### src/rtl/smips_controller.sv
// Multi-cycle Moore controller for the SMIPS stack machine datapath.
// Optional SMIPS_STEP_EN adds a single-step input that gates FETCH.
module smips_controller (
    input  logic       clk,
    input  logic       rst,
    input  logic [7:0] instruction,
    input  logic       z,
`ifdef SMIPS_STEP_EN
    input  logic       step,
`endif
    output logic       ld_pc,
    output logic       ld_B,
    output logic       ld_IR,
    output logic       ld_MDR,
    output logic       stack_src,
    output logic       mem_write_sig,
    output logic       push_sig,
    output logic       pop_sig,
    output logic       tos_sig,
    output logic       pc_src,
    output logic [1:0] alu_op,
    output logic       mem_adr_src,
    output logic       instr_done
);

    // state   | meaning
    // IDLE    | after reset, no activity
    // FETCH   | read IR from mem[PC], PC <= PC+1
    // DECODE  | present TOS, branch on opcode
    // MEM_RD  | MDR <= mem[addr]           (PUSH)
    // PUSH_WB | push MDR                   (PUSH)
    // MEM_WR  | mem[addr] <= TOS           (POP)
    // POP_WB  | pop                        (POP)
    // LD_B    | B <= TOS, pop              (ADD/SUB/AND)
    // ALU_WB  | replace TOS with ALU result
    // JMP     | PC <= addr
    // JZ      | pop, PC <= addr when z
    typedef enum logic [3:0] {
        IDLE, FETCH, DECODE, MEM_RD, PUSH_WB, MEM_WR, POP_WB, LD_B, ALU_WB, JMP, JZ
    } state_t;

    typedef struct packed {
        logic       ld_pc;
        logic       ld_B;
        logic       ld_IR;
        logic       ld_MDR;
        logic       stack_src;
        logic       mem_write;
        logic       push;
        logic       pop;
        logic       tos;
        logic       pc_src;
        logic [1:0] alu_op;
        logic       mem_adr_src;
        logic       done;
    } ctl_t;

    state_t     state_q, state_d;
    ctl_t       ctl_q, ctl;
    logic [2:0] opcode;
    logic       fetch_go;
    logic       unused_addr;

    assign opcode      = instruction[7:5];
    assign unused_addr = ^instruction[4:0];

`ifdef SMIPS_STEP_EN
    assign fetch_go = step;
`else
    assign fetch_go = 1'b1;
`endif

    function automatic ctl_t ctl_for(input state_t s, input logic [1:0] op);
        ctl_t c;
        c = '0;
        case (s)
            FETCH:   begin c.mem_adr_src = 1'b1; c.ld_IR = 1'b1; c.ld_pc = 1'b1; end
            DECODE:  c.tos = 1'b1;
            MEM_RD:  c.ld_MDR = 1'b1;
            PUSH_WB: begin c.push = 1'b1; c.done = 1'b1; end
            MEM_WR:  begin c.tos = 1'b1; c.mem_write = 1'b1; end
            POP_WB:  begin c.pop = 1'b1; c.done = 1'b1; end
            LD_B:    begin c.tos = 1'b1; c.ld_B = 1'b1; c.pop = 1'b1; end
            ALU_WB:  begin
                c.tos = 1'b1; c.alu_op = op; c.stack_src = 1'b1;
                c.pop = 1'b1; c.push = 1'b1; c.done = 1'b1;
            end
            JMP:     begin c.ld_pc = 1'b1; c.pc_src = 1'b1; c.done = 1'b1; end
            // ld_pc is qualified by z at the output, not here
            JZ:      begin c.tos = 1'b1; c.pop = 1'b1; c.pc_src = 1'b1; c.done = 1'b1; end
            default: c = '0;
        endcase
        return c;
    endfunction

    always_comb begin
        state_d = state_q;
        case (state_q)
            IDLE:    state_d = FETCH;
            FETCH:   if (fetch_go) state_d = DECODE;
            DECODE: begin
                case (opcode)
                    3'b100:  state_d = MEM_RD;
                    3'b101:  state_d = MEM_WR;
                    3'b011:  state_d = ALU_WB;
                    3'b110:  state_d = JMP;
                    3'b111:  state_d = JZ;
                    default: state_d = LD_B;
                endcase
            end
            MEM_RD:  state_d = PUSH_WB;
            MEM_WR:  state_d = POP_WB;
            LD_B:    state_d = ALU_WB;
            default: state_d = FETCH;
        endcase
    end

    // Outputs are registered alongside the state so they depend on the state alone.
    always_ff @(posedge clk) begin
        if (rst) begin
            state_q <= IDLE;
            ctl_q   <= '0;
        end else begin
            state_q <= state_d;
            ctl_q   <= ctl_for(state_d, opcode[1:0]);
        end
    end

    always_comb begin
        ctl = ctl_q;
        if (state_q == JZ) ctl.ld_pc = z;
        if (state_q == FETCH && !fetch_go) ctl = '0;
    end

    assign ld_pc         = ctl.ld_pc;
    assign ld_B          = ctl.ld_B;
    assign ld_IR         = ctl.ld_IR;
    assign ld_MDR        = ctl.ld_MDR;
    assign stack_src     = ctl.stack_src;
    assign mem_write_sig = ctl.mem_write;
    assign push_sig      = ctl.push;
    assign pop_sig       = ctl.pop;
    assign tos_sig       = ctl.tos;
    assign pc_src        = ctl.pc_src;
    assign alu_op        = ctl.alu_op;
    assign mem_adr_src   = ctl.mem_adr_src;
    assign instr_done    = ctl.done;

endmodule

### config.mk
export PLATFORM = sky130hd
export DESIGN_NAME = smips_controller
export DESIGN_NICKNAME = d
export VERILOG_FILES = /design/src/rtl/smips_controller.sv
export SDC_FILE = /design/constraint.sdc
export NUM_CORES = 1
export LEC_CHECK = 0
export CAP_MARGIN = 5
export CORE_UTILIZATION = 47
export DETAILED_ROUTE_END_ITERATION = 8
export PLACE_DENSITY = 0.87
export SLEW_MARGIN = 15
export SYNTH_ARGS = -nofsm -noshare
export SYNTH_HDL_FRONTEND = slang
export SYNTH_SLANG_ARGS = --single-unit
### constraint.sdc
create_clock -name clk -period 3.6 [get_ports clk]
set_input_delay 0.9 -clock clk [delete_from_list [all_inputs] [get_ports clk]]
set_output_delay 0.9 -clock clk [all_outputs]
set_load 0.01 [all_outputs]
# ---- Yosys cells after proc, flatten, opt, wreduce, memory -nomap -nowiden
# Cells that the tools add are included.
# W data, S select, Z words.
dict set report op_classes {
  eq_ne 21
  n_mux 14
  bitwise 1
  reduce_logical 7
}
# op count
set ops {}
lappend ops {{$pmux W4 S5} 2}
lappend ops {{$eq A4 B3 Y1 const B} 6}
lappend ops {{$eq A4 B2 Y1 const B} 4}
lappend ops {{$eq A4 B4 Y1 const B} 4}
lappend ops {{$eq A3 B3 Y1 const B} 4}
lappend ops {{$mux W1} 12}
lappend ops {{$reduce_or A5 Y1} 2}
lappend ops {{$eq A4 B1 Y1 const B} 2}
lappend ops {{$reduce_or A2 Y1} 4}
lappend ops {{$reduce_or A4 Y1} 1}
lappend ops {{$eq A3 B2 Y1 const B} 1}
lappend ops {{$not A1 Y1} 1}
dict set report totals {
  ff_bits 17
  inputBits 11
  out_inout_bits 14
}

# ---- Logic depth before layout (Yosys ltp)
dict set report depth {
  word_depth 6
  ltp_mapped 5
  depth_no_buf 4
}

# ---- Worst setup path before layout
# OpenSTA, ideal clock, no wires.
dict set report synth_timing {
  kind {input port to output port}
  start {input port z}
  end {output port ld_pc}
  arrival_time_ns 1.172
  slack_ns 1.528
  cell_stages 1
  path_cell_list {mux2_2}
}
dict set report synth_between {
  elab_chain_len 1
}
# item line_no
set synth_rtl {}
lappend synth_rtl {{start, declared} 7} ;# input logic z,
lappend synth_rtl {{$mux W1} 131} ;# if (state_q == JZ) ctl.ld_pc = z;
lappend synth_rtl {{end, declared} 11} ;# output logic ld_pc,
# Every way passes these cells.

# ---- Worst setup path in the final report
dict set report layout_timing {
  start {register state_q[2]}
  end {output port ld_pc}
}
dict set report layout_between {
  elab_chain_len 2
}
# item line_no
set layout_rtl {}
lappend layout_rtl {{start, declared} 58} ;# state_t state_q, state_d;
lappend layout_rtl {{start signal, assigned} 124} ;# state_q <= state_d;
lappend layout_rtl {{$eq A4 B4 Y1} 131}
lappend layout_rtl {{$mux W1} 131}
# Every way passes these cells.

==> impl_metrics.ini <==
[synth]
netlist_instances = 82
ys_ff_latch = 17
synth_most_common_cell = dfxtp_1
postSynthAreaPerCell_um2 = 9.37
async_flop_share = 0
synth_xor_area_frac = 0.0342
yosysUniqueCellTypes = 33
yosys.area_share.simple = 0.262
ys_seq_area_frac = 0.443
synth.area.top_cells = dfxtp_1 (44%), buf_4 (3.9%), nand2_1 (3.9%)
synth_top_family_by_area = simple AND/OR/NAND/NOR gates
syn_area_um2 = 768
synth_top_area_frac = 0.443
synthFlopType = dfxtp_1
synth_top_area_cell = dfxtp_1
synth_compound_gate_area_share = 0.166
synth.area.mux_share = 0.0147
synth_commonest_cells = dfxtp_1 (17), nand2_1 (8), a21oi_1 (5), nor2_1 (5)
synthAdderAreaFrac = 0
synth_edf_count = 0
synth_fp_nets = 93
yosys_warnings = 0

[worst_setup_path]
cp_slowest_cell = dfxtp_1
worstPathRequired_ps = 2700
r2r_cells = 4
critPathKind = reg2out
critPathMaxStageDelay_ps = 530
r2r-end = ld_B$_SDFF_PP0_
arrival_ps = 2060
cp-start-kind = flop
cp-end-kind = output port
crit_fanout = 8
reg2reg_from = state_q[1]$_SDFF_PP0_
r2r_setup_slack_ps = 2200
path_cells = nor2_1, and2_1, nand2_1, mux2_2, clkdlybuf4s50_1

[cells_and_area]
drive_above_1_share = 0.104
fill_cells = 122
nets = 108
antenna_cells = 0
area_growth_pct = 23.8

[sta]
drv_slew = 0
tightestPinTransition_ps = 403
fin_crit_ps = 2960
hold_viol_final = 0
relSlewSlack = 0.729
rsz0062_at_grt = no
fin_tns_setup_ps = 0
post-route-period-util = 0.821
max_freq_mhz = 338
finClkSkew_ps = 6.31
setup_violations = 0

[clocking]
hold_buffers = 0
cts_resized = 0
numCtsBuffers = 3
htree_levels = 1
clock_sinks = 17
clk_pin_slew_worst_paths_ps = 90
clock_latency_ps = 290
cts-root-buf = clkbuf_4
postCtsSetupBuffers = 0
cts.path.max_buffers = 2
cts_tree = yes

[die]
fp.dieW_um = 42.4
rows = 14
initial_core_util = 0.504
core_area_um2 = 1520
fp.dieH_um = 42.4
die_area_um2 = 1800
io_pins = 25

[grt]
grt_max_degree = 12
grt_antenna_before_repair = 0
grt_overflow = 0
grt_pass1_wl_mm = 2.42
track_usage = 0.183
grt_pass1_vias = 560

[route]
first_pass_iters = 4
vias = 614
antenna_left = 0
via_per_inst = 5.48
routed_wl_mm = 1.44
drc_errors = 0
routedWlPerCell_um = 12.9
drtIter0Drc = 25

[pwr]
max-vdd-ir-drop_mv = 0.283
p_leak_nw = 0.345
power_mw = 0.419
power_density_nw_per_um2 = 441

[placement]
io_buffers = 19
dpl.hpwl_mm = 1.09
place.gp.congestion = 0.872

[hold_path]
min_to = instr_done$_SDFF_PP0_
min_from = state_q[0]$_SDFF_PP0_
hold_depth = 2
hp-class = reg2reg

[flow_run]
maxCapViolCount = 0

[run_status]
outcome = complete, no violations
how the worst max path moves through the flow:
stage / slack, ps / endpoint / startpoint / depth (start not counted)
after CTS: 660 / ld_pc / state_q[2]$_SDFF_PP0_ / 5
after floorplan: 1530 / ld_pc / z / 1
after global placement: 680 / ld_pc / z / 3
after global routing: 540 / ld_pc / state_q[2]$_SDFF_PP0_ / 5
final: 640 / ld_pc / state_q[2]$_SDFF_PP0_ / 5
after detailed placement: 670 / ld_pc / z / 3
logic make-up (layout without fill, tap and decap cells):
logic type,count (synthesis),count (layout)
AND/OR/NAND/NOR,34,34
flip-flops,17,17
buffers and inverters,11,25
multiplexers,1,1
AO/OA/AOI/OAI,16,16
XOR/XNOR,3,3
registers in the layout, summed over array words and instances (netlist names):
signal and cells:
state_q 4, alu_op 2, ctl_q 1, instr_done 1, ld_B 1, ld_MDR 1
mem_adr_src 1, mem_write_sig 1, pc_src 1, pop_sig 1, push_sig 1, stack_src 1
tos_sig 1
layout by cell type, fill, tap and decap left out, types with 2 or more instances in the layout:
cell             instances
clkdlybuf4s50_1         19
dfxtp_1                 17
nand2_1                  8
nor2_1                   5
a21oi_1                  5
nand2b_1                 4
nand3_1                  3
o31ai_1                  3
clkbuf_4                 3
and2_1                   2
inv_1                    2
xor2_1                   2
nor3_1                   2
and3_1                   2
layer usage:
metal,GRT usage,up-vias,wire [um]
met3,0.0517,7,71
li1,-,310,-
met4,0.113,0,48
met2,0.289,21,744
met5,0,-,0
met1,0.218,276,579
power breakdown:
part | switching, mW | total, mW | internal [mW] | leakage [nW]
logic | 0.0500 | 0.102 | 0.0522 | 0.192
registers | 0.0150 | 0.217 | 0.202 | 0.139
clock network | 0.0564 | 0.0996 | 0.0432 | 0.0150
cell type report:
| type | instances | area, um2 | share of cell area |
|---|---|---|---|
| clock buffer | 4 | 26.3 | 0.0276 |
| multi-input combinational | 54 | 367 | 0.386 |
| sequential | 17 | 340 | 0.358 |
| tap | 16 | 20.0 | 0.0211 |
| timing repair buffer | 19 | 190 | 0.200 |
| inverter | 2 | 7.51 | 0.00789 |
critical path, delay by kind of cell (launching register included):
| family | cells | cell delay (ps) |
|---|---|---|
| and+or+nand+nor | 3 | 430 |
| buffers and inverters | 1 | 480 |
| muxes | 1 | 330 |
| DFF | 1 | 530 |
stage by stage:
step | std cells | util | worst slack [ps] | hold slack, ps | area (um2)
2_1_floorplan | 82 | - | 1530 | 539 | 768
3_3_place_gp | 108 | 0.607 | 683 | 572 | 925
4_1_cts | 112 | 0.624 | 658 | 618 | 951
5_1_grt | 112 | 0.624 | 544 | 651 | 951
6_report | 112 | 0.624 | 645 | 612 | 951
3_5_place_dp | 108 | 0.607 | 674 | 608 | 925
No activity file was read; power rests on OpenSTA's default activity.
